==> src/rtl/dspl_pkg.sv <==
// Shared display definitions: active-low segment table, digit field layout and anode selects.
// Used by both the display monitor and the display driver.
package dspl_pkg;

   localparam int unsigned EN_BIT  = 5;
   localparam int unsigned HEX_MSB = 4;
   localparam int unsigned HEX_LSB = 1;
   localparam int unsigned DP_BIT  = 0;

   typedef logic [5:0] digit_t;

   // Active-low gfedcba patterns for hex digits 0..F
   localparam logic [6:0] SEG_TABLE [16] = '{
      7'h40, 7'h79, 7'h24, 7'h30, 7'h19, 7'h12, 7'h02, 7'h78,
      7'h00, 7'h10, 7'h08, 7'h03, 7'h46, 7'h21, 7'h06, 7'h0E
   };

   // Active-low anode selects; entry 0 drives d1 (an[7]), entry 7 drives d8 (an[0])
   localparam logic [7:0] AN_SEL [8] = '{
      8'h7F, 8'hBF, 8'hDF, 8'hEF, 8'hF7, 8'hFB, 8'hFD, 8'hFE
   };

   localparam logic [7:0] AN_NONE = 8'hFF;

   function automatic digit_t make_digit(input logic [3:0] hex, input logic dp_lit);
      return {1'b1, hex, dp_lit};
   endfunction

endpackage

==> src/rtl/seg_decode.sv <==
// Combinational 7-segment decoder: active-low gfedcba pattern to {match, hex}.
module seg_decode
   import dspl_pkg::*;
(
   input  logic [6:0] seg,
   output logic       match,
   output logic [3:0] hex
);

   always_comb begin
      match = 1'b0;
      hex   = 4'h0;
      for (int i = 0; i < 16; i++) begin
         if (seg == SEG_TABLE[i]) begin
            match = 1'b1;
            hex   = 4'(i);
         end
      end
   end

endmodule

==> src/rtl/dspl_mon_nexysa7.sv <==
// Snoops the Nexys A7 7-segment anode/cathode lines and reconstructs the eight displayed digits,
// marking a digit disabled once it has not been refreshed for TIMEOUT_MS.
module dspl_mon_nexysa7
   import dspl_pkg::*;
#(
   parameter int unsigned STABLE_CYCLES = 16,
   parameter int unsigned TICK_CYCLES   = 100_000,
   parameter int unsigned TIMEOUT_MS    = 12
) (
   input  logic       clock,
   input  logic       reset,
   input  logic [7:0] an,
   input  logic [7:0] dec_cat,
   output logic [5:0] d1,
   output logic [5:0] d2,
   output logic [5:0] d3,
   output logic [5:0] d4,
   output logic [5:0] d5,
   output logic [5:0] d6,
   output logic [5:0] d7,
   output logic [5:0] d8,
   output logic       upd,
   output logic       err
);

   localparam int unsigned CW = $clog2(STABLE_CYCLES + 2);
   localparam int unsigned PW = $clog2(TICK_CYCLES + 1);
   localparam int unsigned AW = $clog2(TIMEOUT_MS + 1);

   logic [15:0]   sync1_q, sync2_q, prev_q;
   logic [1:0]    vld_q;
   logic [CW-1:0] cnt_q, cnt_d;
   logic [PW-1:0] pre_q;
   logic [AW-1:0] age_q [8];
   digit_t        dig_q [8];
   logic          upd_q, err_q;

   logic [7:0] an_s, cat_s;
   logic       accept, tick, one_low, match, wr, bad;
   logic [3:0] hex;
   logic [2:0] wr_idx;

   assign {an_s, cat_s} = sync2_q;

   // vld_q keeps reset-cleared synchronizer contents out of the stability count
   always_comb begin
      if (!vld_q[1]) begin
         cnt_d = '0;
      end else if (sync2_q != prev_q) begin
         cnt_d = CW'(1);
      end else if (cnt_q == CW'(STABLE_CYCLES + 1)) begin
         cnt_d = cnt_q;
      end else begin
         cnt_d = cnt_q + CW'(1);
      end
   end

   assign accept = (cnt_d == CW'(STABLE_CYCLES));
   assign tick   = (pre_q == PW'(TICK_CYCLES - 1));

   seg_decode u_seg_decode (
      .seg   (cat_s[7:1]),
      .match (match),
      .hex   (hex)
   );

   always_comb begin
      one_low = 1'b0;
      wr_idx  = '0;
      for (int i = 0; i < 8; i++) begin
         if (an_s == AN_SEL[i]) begin
            one_low = 1'b1;
            wr_idx  = 3'(i);
         end
      end
   end

   assign wr  = accept && one_low && match;
   assign bad = accept && (an_s != AN_NONE) && !(one_low && match);

   always_ff @(posedge clock or posedge reset) begin
      if (reset) begin
         sync1_q <= '0;
         sync2_q <= '0;
         prev_q  <= '0;
         vld_q   <= '0;
         cnt_q   <= '0;
         pre_q   <= '0;
         upd_q   <= 1'b0;
         err_q   <= 1'b0;
         for (int i = 0; i < 8; i++) begin
            age_q[i] <= '0;
            dig_q[i] <= '0;
         end
      end else begin
         sync1_q <= {an, dec_cat};
         sync2_q <= sync1_q;
         prev_q  <= sync2_q;
         vld_q   <= {vld_q[0], 1'b1};
         cnt_q   <= cnt_d;
         pre_q   <= tick ? '0 : pre_q + PW'(1);
         upd_q   <= wr;
         err_q   <= bad;
         for (int i = 0; i < 8; i++) begin
            if (wr && (wr_idx == 3'(i))) begin
               dig_q[i] <= make_digit(hex, ~cat_s[0]);
               age_q[i] <= '0;
            end else begin
               if (tick && (age_q[i] != AW'(TIMEOUT_MS))) begin
                  age_q[i] <= age_q[i] + AW'(1);
               end
               if (age_q[i] == AW'(TIMEOUT_MS)) begin
                  dig_q[i][EN_BIT] <= 1'b0;
               end
            end
         end
      end
   end

   assign d1  = dig_q[0];
   assign d2  = dig_q[1];
   assign d3  = dig_q[2];
   assign d4  = dig_q[3];
   assign d5  = dig_q[4];
   assign d6  = dig_q[5];
   assign d7  = dig_q[6];
   assign d8  = dig_q[7];
   assign upd = upd_q;
   assign err = err_q;

endmodule

==> config.mk <==
export PLATFORM = sky130hd
export DESIGN_NAME = dspl_mon_nexysa7
export DESIGN_NICKNAME = d
export VERILOG_FILES = /design/src/rtl/dspl_pkg.sv /design/src/rtl/seg_decode.sv /design/src/rtl/dspl_mon_nexysa7.sv
export SDC_FILE = /design/constraint.sdc
export NUM_CORES = 1
export LEC_CHECK = 0
export BUFFER_PORTS_ARGS = -buffer_cell sky130_fd_sc_hd__buf_2
export CAP_MARGIN = 20
export CORE_MARGIN = 8
export CORE_UTILIZATION = 40
export CTS_CLUSTER_SIZE = 14
export DETAILED_ROUTE_END_ITERATION = 16
export GPL_ROUTABILITY_DRIVEN = 0
export GPL_TIMING_DRIVEN = 0
export HOLD_SLACK_MARGIN = 0.12
export SYNTH_ARGS = -nofsm -noshare
export SYNTH_HDL_FRONTEND = slang
export SYNTH_SLANG_ARGS = --single-unit
export TNS_END_PERCENT = 5
==> constraint.sdc <==
create_clock -name clock -period 5.7 [get_ports clock]
set_input_delay 0.285 -clock clock [delete_from_list [all_inputs] [get_ports clock]]
set_output_delay 0.285 -clock clock [all_outputs]
set_load 0.03 [all_outputs]
==> impl_metrics.csv, run 1 <==
group,metric,value,unit
status,status,"completed",
floorplan,die_y,148,um
global_route,grt_pass1_wl,23.8,mm
floorplan,row_count,48,
drt,vias,4588,
worst_setup_path,cp.required,6.00,ns
worst_hold_path,holdPathEnd,"sync2_q[6]",
sta,rsz0062_at_grt,"no",
sta,finalMaxSlewViolations,0,
worst_setup_path,rrSetupSlack,2.64,ns
worst_setup_path,crit_path_start_kind,"flop",
worst_setup_path,r2r_cells,8,
finish,instances_no_fill,928,
worst_hold_path,hold_class,"reg2reg",
worst_setup_path,r2r_end,"d4[1]",
synth,netlist-cell-type-count,62,
synth,synth-async-reset-ratio,100,%
synth,ys.flop_type,"dfrtp_1",
place,port_buffers,67,
sta,layout_min_cycle_time,3.06,ns
drt,initialDrtViolationCount,257,
power_and_ir_drop,peakVddDrop,0.217,mV
floorplan,core-area,17100,um2
clocking,htreeDepth,4,
power_and_ir_drop,power_density,284,nW/um2
drt,drc_errors,0,
sta,fmax,0.327,GHz
place,placed_area,7600,um2
drt,first_pass_iters,4,
synth,yosys_warnings,0,
finish,fin_area,8390,um2
sta,skew,0.00816,ns
synth,synth_seq_cells,154,
worst_setup_path,reg2reg_from,"sync2_q[0]",
sta,tightest_slew,0.696,ns
sta,period_share,53.7,%
finish,final_layout_size_suffix_gt1_share,24.2,%
place,place_hpwl,9.83,mm
global_route,grt_max_degree,96,
synth,synth_most_common_cell,"dfrtp_1",
global_route,grt_antenna_before_repair,0,
synth,ys_seq_area_share,55.5,%
floorplan,io-pin-count,68,
synth,syn_inst,585,
drt,totalWireLength,13.8,mm
synth,synth_top_area_share,55.5,%
worst_setup_path,critical_path_class,"reg2reg",
clocking,cts_sinks,154,
floorplan,dieArea,21800,um2
clocking,cts_tree,"done",
clocking,cts_buffer_depth,2,
finish,syn2layout_area_growth,20.9,%
sta,setup_viol,0,
synth,synth.area.top_cells,"dfrtp_1, xnor2_1, mux2_2",
finish,antenna_cells,0,
floorplan,die_x,148,um
sta,finalHoldViolCount,0,
power_and_ir_drop,power.leakage,4.00,nW
floorplan,start_util,40.6,%
worst_hold_path,holdPathStages,0,
worst_hold_path,hp-start,"sync1_q[6]",
synth,synth-edff-count,0,
drt,ant_nets,0,
clocking,postCtsSetupRepairBufs,0,
worst_setup_path,end_kind,"flop",
synth,synthTopCellsByCount,"dfrtp_1, nor2_1, xnor2_1",
synth,synth_nets,622,
sta,finalSetupTns,0,ns
drt,wl_per_cell,14.9,um
clocking,cts_buffers,17,
worst_setup_path,path_max_fanout,10,
global_route,grtUsageTotal,13.7,%
global_route,grt-ovfl-total,0,
clocking,insertion_delay,0.42,ns
clocking,root_buffer,"clkbuf_16",
drt,via_per_inst,4.94,
global_route,grt_pass1_vias,4894,
worst_setup_path,arrival,3.36,ns
place,placedCellCount,879,
synth,postSynthAreaPerCell,11.9,um2
synth,syn_area,6940,um2
clocking,clk_pin_slew_worst_paths,0.06,ns
sta,slew_headroom,53.5,%
finish,nNetsFinal,727,
synth,yosysTopAreaCell,"dfrtp_1",
run,drv_cap,0,
state kept, by name, summed over array words and instances (netlist names):
name / count
pre_q: 17
d3: 6
d5: 6
d7: 6
d6: 6
d4: 6
sync1_q: 16
prev_q: 16
d8: 6
d1: 6
vld_q: 2
cnt_q: 5
err: 1
d2: 6
sync2_q: 16
age_q: 32
upd: 1
routing by layer:
| layer | GRT usage, % | routed length [um] |
|---|---|---|
| met5 | 0 | 0 |
| met3 | 3.61 | 543 |
| met1 | 16.1 | 6000 |
| met2 | 22.9 | 6980 |
| met4 | 6.37 | 287 |
report_power, final:
group	internal [mW]	switching, mW
Sequential	1.11	0.0107
Combinational	0.0408	0.0594
Clock	0.717	0.447
Total	1.87	0.517
cells in the final DEF, fill, tap and decap left out, types with 17 or more instances in the layout:
cell type        n
buf_2           71
nor2_1          46
xnor2_1         44
mux2_2          26
ha_1            19
dlygate4sd3_1   17
nand2_1         35
dfrtp_1        154
clkbuf_16       17
nand3_1         33
inv_1           30
layout make-up:
class | instances | area, um2
Fill cell | 1490 | 8730
Clock buffer | 20 | 457
Tap cell | 225 | 282
Sequential cell | 154 | 3850
Multi-Input combinational cell | 377 | 2820
Buffer | 23 | 153
Clock inverter | 12 | 164
Timing Repair Buffer | 86 | 541
Inverter | 31 | 121
worst max-delay path, cell delays in order (launching register included):
cell and delay, ns:
dfrtp_1 0.35, clkbuf_1 0.47, xnor2_1 0.18, nand4_1 0.16, nor4_2 0.41, nand3_1 0.16, buf_4 0.23, nor3_4 0.57
mux2_2 0.41
worst max path at each step:
stage	start	endpoint	cells after the start
floorplan	reset	age_q[0]	1
global placement	reset	pre_q[12]	2
detailed placement	sync2_q[0]	d4[1]	8
CTS	sync2_q[0]	d4[1]	8
global route	sync2_q[0]	d4[1]	8
finish	sync2_q[0]	d4[1]	8
cells by family after synthesis:
group                      synth area share (%)
and+or+nand+nor                            17.6
DFF                                        55.5
xor gates and xnor gates                   6.81
buffers and inverters                      3.88
muxes                                      7.97
AOI/OAI and AO/OA                          4.76
adders and majority gates                  3.42
other                                    0.0540
repair_timing:
item,CTS,global route
endpoints found under the hold margin,75,0
hold buffers,17,0
gates resized for setup,0,0
through the flow:
stage / hold WS [ns] / setup WS, ns / power [mW] / utilization, %
floorplan: 0.316 / 1.27 / 1.21 / -
global placement: 0.331 / -0.259 / 1.23 / 44.2
detailed placement: 0.335 / 2.60 / 1.24 / 44.4
CTS: 0.348 / 2.59 / 2.42 / 49.0
global route: 0.352 / 2.45 / 2.48 / 49.0
finish: 0.346 / 2.64 / 2.39 / 49.0
Note: power is estimated with default switching activity, not from simulation.
==> inputs of run 2 (changes only) <==
==> constraint.sdc (replaced) <==
create_clock -name clock -period 2.5 [get_ports clock]
set_input_delay 0.125 -clock clock [delete_from_list [all_inputs] [get_ports clock]]
set_output_delay 0.125 -clock clock [all_outputs]
set_load 0.03 [all_outputs]
==> impl_metrics.csv, run 2 (synthesized netlist as in run 1, its figures left out) <==
group,metric,value,unit
status,status,"completed",
sta,slew_headroom,50.6,%
worst_setup_path,critPathMaxStageDelay,0.42,ns
sta,hold_slack,0.332,ns
floorplan,row_count,48,
finish,antenna_cells,0,
finish,multi_input_area,2930,um2
drt,drt-met1-wl,6.35,mm
clocking,cts_sinks,154,
clocking,insertion_delay,0.42,ns
floorplan,dieArea,21800,um2
sta,period_share,99.1,%
global_route,grt_max_degree,45,
drt,vias,4746,
worst_setup_path,arrival,2.78,ns
sta,rsz0062_at_grt,"yes",
worst_hold_path,hold_class,"in2reg",
floorplan,start_util,40.6,%
finish,mostFrequentLayoutCell,"dfrtp_1",
sta,finalHoldViolCount,0,
worst_setup_path,crit_chain,"buf_8 -> xnor2_4 -> nand4_1 -> nor4_4 -> nand3_2 -> buf_12 -> nor3_4 -> buf_12 -> mux2_4",
floorplan,io-pin-count,68,
global_route,grt_pass1_wl,24.1,mm
global_route,grt-ovfl-total,0,
clocking,root_buffer,"clkbuf_16",
worst_setup_path,path_max_fanout,7,
drt,met2_length,7.24,mm
finish,fin_area,8890,um2
worst_setup_path,cp.required,2.81,ns
clocking,cts_buffer_depth,2,
finish,syn2layout_area_growth,28.1,%
floorplan,core-area,17100,um2
finish,nFillCells,1468,
power_and_ir_drop,power_density,625,nW/um2
worst_setup_path,crit_path_start_kind,"flop",
drt,via_per_inst,4.95,
worst_setup_path,cp_slowest_cell,"dfrtp_2",
finish,final_layout_size_suffix_gt1_share,30.1,%
worst_setup_path,end_kind,"flop",
sta,finalMaxSlewViolations,0,
worst_setup_path,crit_family,"simple AND/OR/NAND/NOR gates",
finish,regMostFlops,"age_q",
drt,route.top_layer_used,"met4",
finish,most-common-layout-cells,"dfrtp_1, buf_2, nor2_1",
floorplan,die_y,148,um
global_route,grt_pass1_vias,4847,
finish,largest_reg_flops,32,
global_route,grtUsageTotal,13.8,%
run,drv_cap,0,
sta,setup_viol,0,
global_route,grt_antenna_before_repair,0,
drt,met3WireLength,664,um
clocking,clk_pin_slew_worst_paths,0.06,ns
power_and_ir_drop,power.leakage,4.29,nW
floorplan,die_x,148,um
power_and_ir_drop,peakVddDrop,0.470,mV
place,place_hpwl,10.0,mm
sta,fmax,0.404,GHz
drt,drc_errors,0,
sta,layout_min_cycle_time,2.48,ns
drt,first_pass_iters,4,
place,placed_area,7630,um2
worst_setup_path,crit_top_cell,"buf_12",
worst_setup_path,critical_path_class,"reg2reg",
sta,skew,0.0103,ns
finish,biggestRegsByFlops,"age_q: 32 flops, pre_q: 17 flops",
drt,wl_per_cell,15.1,um
clocking,htreeDepth,4,
worst_setup_path,critPathBufInv,3,
finish,nNetsFinal,758,
drt,ant_nets,0,
drt,totalWireLength,14.4,mm
clocking,cts_tree,"done",
place,port_buffers,67,
drt,initialDrtViolationCount,386,
sta,tightest_slew,0.740,ns
clocking,cts_buffers,17,
finish,regArea,3860,um2
## run 2: cell types whose count changed in the layout (fill, tap and decap cells not counted), moves of 4 or more
cell        before  now
buf_12           0    7
buf_4            5   25
buf_6            6   14
clkbuf_1         7    1
clkinvlp_4       6    2
dfrtp_1        154  149
dfrtp_2          0    5
mux2_2          26   19
mux2_4           8   15
xnor2_1         44   40
## run 2: worst paths after layout
check,startpoint,to,slack (ns),cells past startpoint
worst min register to register,sync1_q[3],sync2_q[3],0.35,0
worst min-delay path,an[0],sync1_q[8],0.33,2
worst max-delay path,sync2_q[7],d2[3],0.02,9
max in group asynchronous,reset,d6[2],1.20,5
min in group asynchronous,reset,d4[2],0.37,3
worst max register to register,sync2_q[7],d2[3],0.02,9
## run 2: area by class of cell
class	count	area share (%)
Buffer	23	2.34
Clock buffer	19	5.09
Clock inverter	13	2.01
Inverter	31	1.35
Multi-Input combinational cell	377	32.9
Sequential cell	154	43.4
Tap cell	225	3.17
Timing Repair Buffer	117	9.72
## run 2: timing repair
item / in CTS / in global routing
setup buffers: 20 / 8
hold buffers: 17 / 0
endpoints found under the hold margin: 46 / 0
endpoints found under the setup margin: 87 / 55
gates resized for setup: 13 / 43
cloned: 0 / 1
pin swaps: 11 / 14
## run 2: through the flow
step | cells | setup TNS, ns | setup slack [ns] | power [mW] | utilization [%]
after detailed placement | 881 | -29.45 | -0.617 | 2.82 | 44.6
final | 959 | 0 | 0.0233 | 5.55 | 52.0
after floorplan | 585 | 0 | 0.104 | 2.75 | -
after global placement | 877 | -91.81 | -0.563 | 2.81 | 44.2
after global routing | 959 | -1.03 | -0.0639 | 5.76 | 52.0
after CTS | 950 | -0.00484 | -0.00484 | 5.60 | 50.5
## run 2: report_power, final
| part | leakage, nW | internal, mW | total (mW) | switching (mW) |
|---|---|---|---|---|
| logic | 1.97 | 0.119 | 0.265 | 0.146 |
| registers | 2.01 | 2.53 | 2.56 | 0.0264 |
| clock network | 0.307 | 1.65 | 2.73 | 1.08 |
## run 2: layer usage
| metal | track usage (%) | vias to the layer above |
|---|---|---|
| met2 | 22.8 | 98 |
| met5 | 0 | - |
| met4 | 6.02 | 0 |
| met3 | 3.27 | 12 |
| met1 | 16.9 | 2352 |
| li1 | - | 2284 |
==> inputs of run 3 (changes only) <==
--- a/config.mk
+++ b/config.mk
@@ -7,6 +7,7 @@
 export LEC_CHECK = 0
 export BUFFER_PORTS_ARGS = -buffer_cell sky130_fd_sc_hd__buf_2
 export CAP_MARGIN = 20
+export CORE_ASPECT_RATIO = 0.6
 export CORE_MARGIN = 8
 export CORE_UTILIZATION = 40
 export CTS_CLUSTER_SIZE = 14
==> impl_metrics.csv, run 3 (synthesized netlist as in run 1, its figures left out) <==
group,metric,value,unit
status,status,"finished with violations",
status,violations,"negative setup slack",
sta,finalSetupTns,-0.00211,ns
global_route,grt_antenna_before_repair,0,
worst_setup_path,critical_path_class,"reg2reg",
worst_setup_path,crit_chain,"buf_4 -> nor4b_1 -> o31ai_2 -> nand3_2 -> o22ai_4 -> or3_1 -> buf_6 -> mux2_4",
drt,first_pass_iters,5,
clocking,clk_pin_slew_worst_paths,0.06,ns
place,placedCellCount,891,
sta,skew,0.0145,ns
drt,drc_errors,0,
finish,mostFrequentLayoutCell,"dfrtp_1",
finish,finalCoreUtilization,51.8,%
drt,ant_nets,0,
sta,rsz0062_at_grt,"yes",
floorplan,die_x,186,um
worst_setup_path,crit_path_start_kind,"flop",
finish,most-common-layout-cells,"dfrtp_1, buf_2, nor2_1",
place,place_hpwl,10.3,mm
drt,initialDrtViolationCount,353,
place,port_buffers,67,
power_and_ir_drop,peakVddDrop,0.520,mV
clocking,root_buffer,"clkbuf_16",
floorplan,core-area,17100,um2
finish,antenna_cells,0,
drt,vias,4714,
clocking,insertion_delay,0.42,ns
place,place_ws,-0.577,ns
finish,biggestRegsByFlops,"age_q: 32 flops, pre_q: 17 flops",
sta,tightest_slew,0.611,ns
global_route,grt_pass1_vias,4854,
sta,finalMaxSlewViolations,0,
floorplan,dieArea,22000,um2
floorplan,io-pin-count,68,
power_and_ir_drop,power_density,622,nW/um2
global_route,grt-ovfl-total,0,
finish,final_layout_size_suffix_gt1_share,30.2,%
power_and_ir_drop,p_total,5.51,mW
worst_hold_path,hold_class,"in2async",
finish,syn2layout_area_growth,27.5,%
power_and_ir_drop,power.leakage,4.23,nW
worst_setup_path,arrival,2.79,ns
finish,nNetsFinal,750,
sta,layout_min_cycle_time,2.50,ns
worst_setup_path,cp_slowest_cell,"dfrtp_1",
drt,totalWireLength,14.8,mm
finish,regMostFlops,"age_q",
clocking,cts_sinks,154,
sta,period_share,100,%
sta,setup_viol,2,
worst_setup_path,critPathMaxStageDelay,0.46,ns
run,drv_cap,0,
floorplan,row_count,37,
clocking,cts_buffers,17,
finish,instances_no_fill,960,
finish,nFillCells,1466,
sta,finalHoldViolCount,0,
sta,fmax,0.400,GHz
sta,slew_headroom,59.3,%
worst_setup_path,path_max_fanout,10,
global_route,grtUsageTotal,14.3,%
clocking,htreeDepth,4,
floorplan,start_util,40.6,%
worst_setup_path,cp.required,2.79,ns
global_route,grt_pass1_wl,25.1,mm
drt,wl_per_cell,15.4,um
clocking,cts_tree,"done",
floorplan,die_y,118,um
sta,finalWorstSetupSlack,-0.00195,ns
global_route,grt_max_degree,43,
clocking,cts_buffer_depth,2,
worst_setup_path,end_kind,"flop",
drt,via_per_inst,4.91,
finish,largest_reg_flops,32,
## run 3: cell types whose count changed in the layout (fill, tap and decap cells not counted), sizes merged
cell,delta
clkinv,+2
clkbuf,-1
inv,-3
buf,-6
## run 3: cell type report
class	instances	area (um2)	area share [%]
Tap cell	234	293	3.31
Inverter	31	120	1.36
Clock buffer	20	447	5.05
Buffer	21	179	2.02
Multi-Input combinational cell	377	2940	33.2
Sequential cell	154	3860	43.6
Clock inverter	12	164	1.85
Timing Repair Buffer	111	850	9.60
## run 3: per-stage QoR
stage | area, um2 | hold WS (ns)
2_1_floorplan | 6950 | 0.156
3_3_place_gp | 7570 | 0.232
3_5_place_dp | 7670 | 0.188
4_1_cts | 8730 | 0.290
5_1_grt | 8850 | 0.322
6_report | 8850 | 0.299
## run 3: repair_timing
action,CTS,global route
hold buffers,17,0
pin swaps,10,11
setup endpoints to repair,87,66
setup buffers,16,6
resized for setup,20,22
hold endpoints to repair,76,0
## run 3: worst max-delay path: cells and delay by family, from the launching register on
kind                   cells  cell delay (ns)
buffers and inverters      2             0.37
muxes                      1             0.30
and+or+nand+nor            3             0.93
AOI/OAI and AO/OA          2             0.31
DFF                        1             0.46
## run 3: final timing paths
kind                            start         end  slack (ns)  cells past startpoint
max                        sync2_q[5]       d1[2]      -0.002                      8
min                             reset       d8[2]        0.30                      3
max reg2reg                sync2_q[5]       d1[2]      -0.002                      8
min reg2reg                sync1_q[2]  sync2_q[2]        0.34                      0
max in group asynchronous       reset   prev_q[9]        1.40                      5
min in group clock         dec_cat[4]  sync1_q[4]        0.34                      2
## run 3: power breakdown
| group | internal [mW] | switching (mW) |
|---|---|---|
| clock | 1.61 | 1.07 |
| combinational | 0.116 | 0.150 |
| sequential | 2.53 | 0.0252 |
| total | 4.26 | 1.24 |
## run 3: per-layer routing
layer,share of wire (%),vias to the layer above,GRT usage [%]
li1,-,2276,-
met1,49,2336,19.7
met2,46,92,22.0
met3,4.2,10,3.64
met4,0.99,0,3.85
met5,0,-,0
